<file path="src/rtl/sw_chain_evaluator.sv">
// Cascaded switch/LED chain evaluator: synchronised (optionally debounced) switches,
// one stage per cycle. Optional debounce is enabled by defining SW_DEBOUNCE_EN.
module sw_chain_evaluator #(
    parameter int STAGES          = 2,
    parameter int IN_PER_STAGE    = 3,
    parameter int DEBOUNCE_CYCLES = 16,
    localparam int W              = STAGES * IN_PER_STAGE + 1
) (
    input  logic              clk,
    input  logic              rst_n,
    input  logic [W-1:0]      sw,
    input  logic [1:0]        mode,
    output logic [STAGES-1:0] led,
    output logic              busy,
    output logic              done
);

    localparam int NI = IN_PER_STAGE + 1;
    localparam int IW = (STAGES > 1) ? $clog2(STAGES) : 1;

    typedef enum logic [1:0] {
        IDLE = 2'd0,
        EVAL = 2'd1,
        DONE = 2'd2
    } state_e;

    logic [W-1:0]      sw_meta_q, sw_sync_q, sw_s_q;
    logic [1:0]        mode_meta_q, mode_sync_q, mode_s_q;
    logic              launch_q;
    logic              sw_launch_s;
    logic [W-1:0]      snap_sw_q, snap_sw_d;
    logic [1:0]        snap_mode_q, snap_mode_d;
    state_e            state_q, state_d;
    logic [IW-1:0]     idx_q, idx_d;
    logic              pending_q, pending_d;
    logic [STAGES-1:0] led_q, led_d;
    logic              busy_q, busy_d;
    logic              done_q, done_d;
    logic [NI-1:0]     stage_in_s;

    function automatic logic stage_fn(input logic [1:0] m, input logic [NI-1:0] v);
        int ones;
        ones = 0;
        for (int i = 0; i < NI; i++) begin
            ones += int'(v[i]);
        end
        case (m)
            2'b00:   stage_fn = &v;
            2'b01:   stage_fn = |v;
            2'b10:   stage_fn = ^v;
            2'b11:   stage_fn = (ones > NI / 2);
            default: stage_fn = 1'b0;
        endcase
    endfunction

    // Two-flop synchronisers for the asynchronous switch and mode inputs.
    always_ff @(posedge clk or negedge rst_n) begin
        if (!rst_n) begin
            sw_meta_q   <= '0;
            sw_sync_q   <= '0;
            mode_meta_q <= 2'b00;
            mode_sync_q <= 2'b00;
        end else begin
            sw_meta_q   <= sw;
            sw_sync_q   <= sw_meta_q;
            mode_meta_q <= mode;
            mode_sync_q <= mode_meta_q;
        end
    end

`ifdef SW_DEBOUNCE_EN
    localparam int CW = $clog2(DEBOUNCE_CYCLES + 1);
    logic [W-1:0]  cand_q;
    logic [CW-1:0] cnt_q;

    // Accept only a candidate that stayed unchanged for the full debounce window.
    assign sw_launch_s = (sw_sync_q == cand_q) && (cnt_q == CW'(DEBOUNCE_CYCLES - 1))
                         && (cand_q != sw_s_q);

    // Debounce candidate, saturating stability counter and accepted switch vector.
    always_ff @(posedge clk or negedge rst_n) begin
        if (!rst_n) begin
            cand_q <= '0;
            cnt_q  <= '0;
            sw_s_q <= '0;
        end else begin
            if (sw_sync_q != cand_q) begin
                cand_q <= sw_sync_q;
                cnt_q  <= '0;
            end else if (cnt_q != CW'(DEBOUNCE_CYCLES)) begin
                cnt_q <= cnt_q + CW'(1);
            end
            if (sw_launch_s) begin
                sw_s_q <= cand_q;
            end
        end
    end
`else
    assign sw_launch_s = (sw_sync_q != sw_s_q);

    // Without debounce the stable vector simply follows the synchroniser.
    always_ff @(posedge clk or negedge rst_n) begin
        if (!rst_n) begin
            sw_s_q <= '0;
        end else begin
            sw_s_q <= sw_sync_q;
        end
    end
`endif

    // Mode register and launch pulse, aligned with the cycle the new value is visible.
    always_ff @(posedge clk or negedge rst_n) begin
        if (!rst_n) begin
            mode_s_q <= 2'b00;
            launch_q <= 1'b0;
        end else begin
            mode_s_q <= mode_sync_q;
            launch_q <= sw_launch_s || (mode_sync_q != mode_s_q);
        end
    end

    // FSM next state; led_q doubles as the per-stage result chain r[].
    always_comb begin
        state_d     = state_q;
        idx_d       = idx_q;
        pending_d   = pending_q;
        snap_sw_d   = snap_sw_q;
        snap_mode_d = snap_mode_q;
        led_d       = led_q;
        stage_in_s  = snap_sw_q[idx_q * IN_PER_STAGE +: NI];
        if (idx_q != '0) begin
            stage_in_s[0] = led_q[idx_q - IW'(1)];
        end else begin
            stage_in_s[0] = snap_sw_q[0];
        end
        case (state_q)
            IDLE: begin
                if (launch_q || pending_q) begin
                    state_d     = EVAL;
                    snap_sw_d   = sw_s_q;
                    snap_mode_d = mode_s_q;
                    idx_d       = '0;
                    pending_d   = 1'b0;
                end else begin
                    state_d = IDLE;
                end
            end
            EVAL: begin
                led_d[idx_q] = stage_fn(snap_mode_q, stage_in_s);
                if (launch_q) begin
                    pending_d = 1'b1;
                end else begin
                    pending_d = pending_q;
                end
                if (idx_q == IW'(STAGES - 1)) begin
                    state_d = DONE;
                end else begin
                    idx_d = idx_q + IW'(1);
                end
            end
            DONE: begin
                if (launch_q) begin
                    pending_d = 1'b1;
                end else begin
                    pending_d = pending_q;
                end
                state_d = IDLE;
            end
            default: state_d = IDLE;
        endcase
        busy_d = (state_d != IDLE);
        done_d = (state_d == DONE);
    end

    // FSM, snapshot and output registers.
    always_ff @(posedge clk or negedge rst_n) begin
        if (!rst_n) begin
            state_q     <= IDLE;
            idx_q       <= '0;
            pending_q   <= 1'b0;
            snap_sw_q   <= '0;
            snap_mode_q <= 2'b00;
            led_q       <= '0;
            busy_q      <= 1'b0;
            done_q      <= 1'b0;
        end else begin
            state_q     <= state_d;
            idx_q       <= idx_d;
            pending_q   <= pending_d;
            snap_sw_q   <= snap_sw_d;
            snap_mode_q <= snap_mode_d;
            led_q       <= led_d;
            busy_q      <= busy_d;
            done_q      <= done_d;
        end
    end

    assign led  = led_q;
    assign busy = busy_q;
    assign done = done_q;

endmodule
</file>
<file path="config.mk">
export PLATFORM = sky130hd
export DESIGN_NAME = sw_chain_evaluator
export DESIGN_NICKNAME = d
export VERILOG_FILES = /design/src/rtl/sw_chain_evaluator.sv
export SDC_FILE = /design/constraint.sdc
export NUM_CORES = 1
export LEC_CHECK = 0
export ABC_AREA = 0
export BUFFER_PORTS_ARGS = -buffer_cell sky130_fd_sc_hd__buf_2
export CAP_MARGIN = 30
export CORE_MARGIN = 2
export CORE_UTILIZATION = 34
export DETAILED_ROUTE_END_ITERATION = 7
export GPL_TIMING_DRIVEN = 0
export SLEW_MARGIN = 20
export SYNTH_ARGS = -nofsm -noshare
export SYNTH_HDL_FRONTEND = slang
export SYNTH_SLANG_ARGS = --single-unit
export TNS_END_PERCENT = 50
</file>
<file path="constraint.sdc">
create_clock -name clk -period 5.4 [get_ports clk]
set_clock_uncertainty 0.15 [all_clocks]
set_input_delay 0.27 -clock clk [delete_from_list [all_inputs] [get_ports clk]]
set_output_delay 0.27 -clock clk [all_outputs]
set_load 0.01 [all_outputs]
</file>
# Yosys cells after proc, flatten, opt, wreduce, memory -nomap -nowiden
# Cells that the tools add are included.
# totals
out_inout_bits	4
reg_bits	45
inputBits	11
word_cells	67
# classes
order_cmp	4
add_sub_neg	5
muxes	16
n_eq_ne	10
mul	1
n_reduce_logical	15
shifts	1
# ops
cell	count
two-way mux 1 bit	9
== test 2 bit (second input constant)	4
inequality test 7 bit	1
variable part select 7 x 4 -> 4 bit	1
nonzero test 2 bit	3
adder 3 x 1 -> 4 bit	1
== test 2 x 1 -> 1 bit (second input constant)	2
> comparator 4 x 2 -> 1 bit (second input constant)	1
zero test 2 bit	2
less-than comparator 1 x 2 -> 1 bit (second input constant)	2
one-hot mux 1 bit (2 select lines)	2
one-hot mux 1 bit (4 select lines)	1
one-hot mux 2 bit (2 select lines)	1
AND reduction 2 bit	2
AND reduction 4 bit	1
OR reduction 4 bit	1
XOR reduction 4 bit	1
adder 2 x 1 -> 3 bit	1
multiplier 1 x 2 -> 3 bit (second input constant)	1
AND reduction 3 bit	1
adder 1 x 1 -> 2 bit	1
bitwise mux 2 bit	1
logical OR 1 bit	2
two-way mux 2 bit	1
other kinds (9)	9

# Logic depth before layout (Yosys ltp)
# Gate-level depths: netlist (run 1).
# depth
word_depth	11
mapped_depth	9
mapped_depth_nobuf	8

# Worst setup path after synthesis (run 1)
# No wires, ideal clock.
# synth_path
path_kind	register to register
startpoint	register idx_q
endpoint	register led_q[0] (netlist: led[0])
setup_time_ns	0.095
t_arrival_ns	2.339
slack_ns	2.815
synth_period_minus_slack_ns	2.585
t_required_ns	5.155
path_buffers	1
stages_incl_launch_ff	10
cell_sequence	dfrtp_1 -> buf_2 -> mux2i_1 -> inv_1 -> fa_1 -> ha_1 -> ha_1 -> nor3b_1 -> o311a_1 -> o31ai_1
# synth_between
elab_chain_cells	11
elab_cells_between_ends	21
cone_classes	add/sub (4); mul (1); order compare (3); shift (1); mux (8); reduce/logical (4)
# synth_rtl
item	line_no	rtl
start: declaration	34	logic [IW-1:0] idx_q, idx_d;
start signal: assignment	188	idx_q <= idx_d;
branches (longest 10 deep; another with adder 3 x 1 -> 4 bit)	--	
bitwise mux 2 bit (*)	149	led_d[idx_q] = stage_fn(snap_mode_q, stage_in_s);
end signal: assignment	192	led_q <= led_d;
end: declaration	36	logic [STAGES-1:0] led_q, led_d;
# Mark *: on every way between the ends. The select of a mux whose other input is x is not followed.
# A chain may end at the register's enable or synchronous reset.

# Final worst setup path (run 1)
# Ends and elaborated chain as after synthesis.

==> run summary, run 1 <==
status = complete, no violations
Total GRT Usage = 9.94%
Area Growth Syn to Fin = 23.0%
vias per cell = 4.25
synth top area cells = dfrtp_1, ha_1, mux2_2
clock slew at reported path FFs = 90 ps
H-tree Lvls = 2
design area = 2100 sq um
Bufs on Longest Clock Path = 2
worst-margin pin slew = 369 ps
clk root buf = clkbuf_8
DRC viols = 0
DP Area = 1860 sq um
antenna cells = 0
post-synthesis mux area share = 8.28%
Distinct cells, synth = 30
final hold violation count = 0
Final TNS setup = 0 ps
yosys warns = 0
reg2reg start = idx_q$_DFFE_PN0P_
Avg Cell Area, Syn = 14.7 sq um
maximum vdd drop = 0.232 mV
period utilization = 51.9%
Die Width = 74.9 um
CORE AREA = 4790 sq um
drt total wl = 2330 um
r2r worst-path depth = 9
Final Wtd Congestion = 0.702
DR vias = 918
gr ovfl total = 0
share of cells above drive strength 1 = 25.5%
Post-CTS Setup Repair Bufs = 0
mapped cell area = 1710 sq um
clock sinks = 45
flops & latches, synth = 45
Total Nets Final = 169
vias in the first global route = 950
initial core utilization = 35.7%
compound-cell area share of the yosys netlist = 5.93%
post-synthesis async set-or-reset flop share = 100%
crit path kind = reg -> reg
die height = 74.9 um
Mapped Nets = 137
Fmax achieved = 0.357 GHz
Post-Synth Adder-Cell Area = 7.77%
Post-synth EDFFs = 0
most common cell in the synthesized netlist = dfrtp_1
die area = 5610 sq um
Post-Synth XOR/XNOR Area = 5.13%
Max FO, Critical Path = 10
MaxCap Viol Count = 0
simple-gate share of the synthesized area = 4.03%
largest net degree at the start of global routing = 46
Hold WC Path Type = reg -> reg
startpoint types = flop
CTS tree = built
crit end category = flop
CP endpoint = led[0]$_DFFE_PN0P_
ys flop type = dfrtp_1
DP HPWL = 1630 um
relative slew slack = 75.4%
cell taking the most area after synthesis = dfrtp_1
first-pass GRT wire length = 4170 um
Core Rows = 25
reg-to-reg endpoint = led[0]$_DFFE_PN0P_
Post-synth top cells = dfrtp_1, ha_1, inv_1, mux2_2, xor2_1
Final setup violation count = 0
r2r setup slk = 2600 ps
Critical Path AT = 2860 ps
Post-CTS Hold Buffers = 10
initial antenna violation count = 0
Synth top area share = 65.9%
final antenna-violating net count = 0
CP required = 5460 ps
# IOs = 15
RSZ-0062 raised after global routing = false
TritonRoute pass-1 iters = 4
Seq/Total Area, Yosys = 65.9%
Initial DRC Count = 25
Worst-Skew Late Latency = 290 ps
largest family of logic cells by synthesized area = multiplexers
Critical path origin = idx_q$_DFFE_PN0P_
Post-Synthesis Cells = 116
cts repair resizes = 0
Static Leak = 0.987 nW
Wirelength per Cell = 10.8 um
final slew viol count = 0
Num CTS Buffers = 5
pwr dens = 542 nW/um^2
I/O Buffers = 14
Period minus WS final = 2800 ps
kinds of logic after synthesis:
| logic type | after synthesis |
|---|---|
| flops | 45 |
| compound gates | 14 |
| mux | 13 |
| buf+inv | 12 |
| simple gates | 12 |
| xor+xnor | 10 |
| fa+ha+maj | 10 |
stage by stage:
stage	instances	utilization, %	hold slack, ps	power [W]	setup slack, ps
after CTS	215	43.5	206	0.00116	2570
after global routing	216	43.9	211	0.00125	2400
after global placement	197	38.9	182	0.000865	2630
after detailed placement	197	38.9	185	0.000889	2590
final	216	43.9	203	0.00114	2600
after floorplan	116	-	-176	0.000786	2820
placed cells by master (no fill, tap or decap), drive strengths merged, types with 2 or more instances in the layout:
cell type	netlist	layout
ha	9	9
inv	10	11
nand2	4	4
xor2	8	8
mux2	9	9
clkbuf	0	5
o31ai	3	3
buf	2	17
dfrtp	45	45
mux2i	4	4
o21ai	2	2
a21oi	3	3
and3b	2	2
xnor2	2	2
dlygate4sd3	0	10
registers in the layout (all words and copies together) (netlist names):
signal and count:
mode_meta_q 2, launch_q 1, sw_sync_q 7, done 1, state_q 2, pending_q 1
busy 1, led 2, mode_sync_q 2, mode_s_q 2, idx_q 1, sw_s_q 7
sw_meta_q 7, snap_sw_q 7, snap_mode_q 2
cell type report:
class	instances	area [sq um]
Sequential cell	45	1130
Tap cell	67	83.8
Buffer	2	12.5
Clock inverter	3	50.0
Clock buffer	5	68.8
Fill cell	431	2690
Multi-Input combinational cell	59	532
Inverter	10	37.5
Timing Repair Buffer	25	190
where the power goes:
group	internal (W)	switching [W]
clock network	0.000142	0.000117
registers	0.000412	0.0000442
logic	0.000211	0.000213
layer usage:
layer  vias up  wire length [um]  track usage, %
li1        453                 -               -
met1       441              1150            12.9
met2        22              1090            15.7
met3         2                92            4.42
met4         0                 6            1.79
met5         -                 0               0
worst min path at each step:
stage,start,to,cells after the start
after floorplan,rst_n,busy$_DFF_PN0_,0
after global placement,sw_meta_q[2]$_DFF_PN0_,sw_sync_q[2]$_DFF_PN0_,0
after detailed placement,sw_meta_q[5]$_DFF_PN0_,sw_sync_q[5]$_DFF_PN0_,0
after CTS,sw_meta_q[1]$_DFF_PN0_,sw_sync_q[1]$_DFF_PN0_,0
after global routing,sw_meta_q[1]$_DFF_PN0_,sw_sync_q[1]$_DFF_PN0_,0
final,sw_meta_q[6]$_DFF_PN0_,sw_sync_q[6]$_DFF_PN0_,0
critical path: stages (launching register included):
cell and delay (ps):
dfrtp_1 330, buf_2 230, mux2i_1 320, inv_1 120
fa_1 460, ha_1 200, ha_1 260, nor3b_1 140
o311a_1 310, o31ai_1 190
No activity file was read; power rests on OpenSTA's default activity.
==> run 2, diff against run 1 <==
Settings changed: ABC_AREA 0 to 1.
Clock period 5.4 ns to 2.33 ns, I/O delays scaled along.
==> run summary, run 2 <==
Initial DRC Count = 36
# IOs = 15
Final setup violation count = 2
vias per cell = 4.03
vias in the first global route = 1045
reg-to-reg endpoint = led[1]$_DFFE_PN0P_
post-synthesis async set-or-reset flop share = 100%
first-pass GRT wire length = 4300 um
initial core utilization = 34.8%
Total Nets Final = 225
period utilization = 101%
Distinct cells, synth = 18
Avg Cell Area, Syn = 10.6 sq um
DP Cell Count = 252
startpoint types = flop
largest net degree at the start of global routing = 25
CORE AREA = 5070 sq um
DP HPWL = 1750 um
RSZ-0062 raised after global routing = true
Period minus WS final = 2350 ps
ys flop type = dfrtp_1
cell taking the most area after synthesis = dfrtp_1
final slew viol count = 0
dpl ws = -179 ps
die height = 76.1 um
Mapped Nets = 188
Die Width = 76.1 um
drt total wl = 2510 um
fin cells = 275
post-synthesis mux area share = 0%
Area Growth Syn to Fin = 25.6%
CTS tree = built
final worst slack = -17.0 ps
Post-Synthesis Cells = 167
antenna cells = 0
reg2reg start = idx_q$_DFFE_PN0P_
final antenna-violating net count = 0
Final TNS setup = -27.3 ps
yosys warns = 0
CP required = 2410 ps
MaxCap Viol Count = 0
Worst-Skew Late Latency = 290 ps
Hold WC Path Type = in -> async
DR vias = 1107
flops & latches, synth = 45
clock sinks = 45
initial antenna violation count = 0
Fill cells = 513
most frequent cells in the layout = nand2_1, dfrtp_1, inv_1
Post-Synth Adder-Cell Area = 7.51%
Total GRT Usage = 9.42%
Num CTS Buffers = 5
final hold violation count = 0
crit path kind = reg -> reg
Worst Hold Slack = 178 ps
Post-synth EDFFs = 0
Static Leak = 1.10 nW
Core Rows = 26
synth top area cells = dfrtp_1, nand2_1, ha_1
worst-margin pin slew = 529 ps
Bufs on Longest Clock Path = 2
die area = 5790 sq um
r2r setup slk = -20 ps
Post-synth top cells = dfrtp_1, nand2_1, inv_1
Wirelength per Cell = 9.11 um
crit end category = flop
compound-cell area share of the yosys netlist = 4.89%
Fmax achieved = 0.426 GHz
clock slew at reported path FFs = 80 ps
Critical Path AT = 2430 ps
violated checks = setup timing
H-tree Lvls = 2
clk root buf = clkbuf_8
Max FO, Critical Path = 5
DRC viols = 0
mapped cell area = 1770 sq um
share of cells above drive strength 1 = 22.4%
gr ovfl total = 0
r2r worst-path depth = 13
simple-gate share of the synthesized area = 15.7%
TritonRoute pass-1 iters = 4
Seq/Total Area, Yosys = 63.7%
maximum vdd drop = 0.658 mV
Final Wtd Congestion = 0.751
Synth top area share = 63.7%
pwr dens = 1240 nW/um^2
status = finished, violations left
relative slew slack = 64.8%
Post-Synth XOR/XNOR Area = 2.48%
largest family of logic cells by synthesized area = simple AND/OR/NAND/NOR gates
I/O Buffers = 14
## run 2: cell count changes after synthesis, sizes merged, moves of 8 or more
cell / before / now
nand2: 4 / 45
inv: 10 / 25
o21ai: 2 / 12
mux2: 9 / 0
nor2: 1 / 9
xor2: 8 / 0
## run 2: timing repair
item | CTS | global route
hold endpoints to repair | 30 | 0
endpoints found under the setup margin | 2 | 2
hold buffers | 10 | 0
gates resized for setup | 11 | 7
setup buffers | 5 | 0
pin swaps | 0 | 11
## run 2: layout make-up
cell class / count / area (sq um) / area share, %
buffer: 1 / 7.51 / 0.338
clock buffer: 7 / 76.3 / 3.44
clock inverter: 1 / 7.51 / 0.338
inverter: 25 / 93.8 / 4.23
multi-input combinational: 96 / 583 / 26.3
sequential: 45 / 1130 / 50.8
tap: 70 / 87.6 / 3.95
timing repair buffer: 30 / 235 / 10.6
## run 2: cells by family after synthesis
group | Yosys count
adder cells (fa/ha/maj) | 10
AND/OR/NAND/NOR | 67
AO/OA/AOI/OAI | 14
XOR/XNOR | 5
buffers and inverters | 26
flip-flops | 45
## run 2: critical path, stage by stage, from the launching register on
cell and delay [ps]:
dfrtp_2 410, inv_2 60, or2_1 240, o21ai_2 80, inv_2 60, fa_1 540
ha_2 200, inv_1 50, ha_2 150, nor2_1 80, nand2_1 60, nand2_2 80
nand3_2 70, nand2_1 60
## run 2: worst max path at each step
stage                      startpoint  depth (start not counted)                 end  slack, ps
CTS                 idx_q$_DFFE_PN0P_                         13  led[0]$_DFFE_PN0P_         -4
floorplan           idx_q$_DFFE_PN0P_                         12  led[0]$_DFFE_PN0P_          5
finish              idx_q$_DFFE_PN0P_                         13  led[1]$_DFFE_PN0P_        -20
global route        idx_q$_DFFE_PN0P_                         13  led[1]$_DFFE_PN0P_       -160
detailed placement  idx_q$_DFFE_PN0P_                         12  led[0]$_DFFE_PN0P_       -180
global placement    idx_q$_DFFE_PN0P_                         12  led[1]$_DFFE_PN0P_       -150
## run 2: metal layers
metal  routed length [um]  up-vias  GRT usage (%)
li1                     -      584              -
met1                 1250      497           11.9
met2                 1100       21           14.4
met3                  109        5           3.20
met4                   42        0           4.91
met5                    0        -              0
## run 2: power breakdown
| part | internal (W) | switching, W | total (W) |
|---|---|---|---|
| combinational | 0.000552 | 0.000676 | 0.00123 |
| sequential | 0.000954 | 0.000106 | 0.00106 |
| clock | 0.000212 | 0.000241 | 0.000453 |
## run 2: metrics by stage
step	util [%]	total power (W)	instance area, sq um
2_1_floorplan	-	0.00182	1770
3_3_place_gp	37.9	0.00202	1920
3_5_place_dp	38.5	0.00206	1950
4_1_cts	43.2	0.00268	2190
5_1_grt	43.7	0.00304	2220
6_report	43.7	0.00274	2220
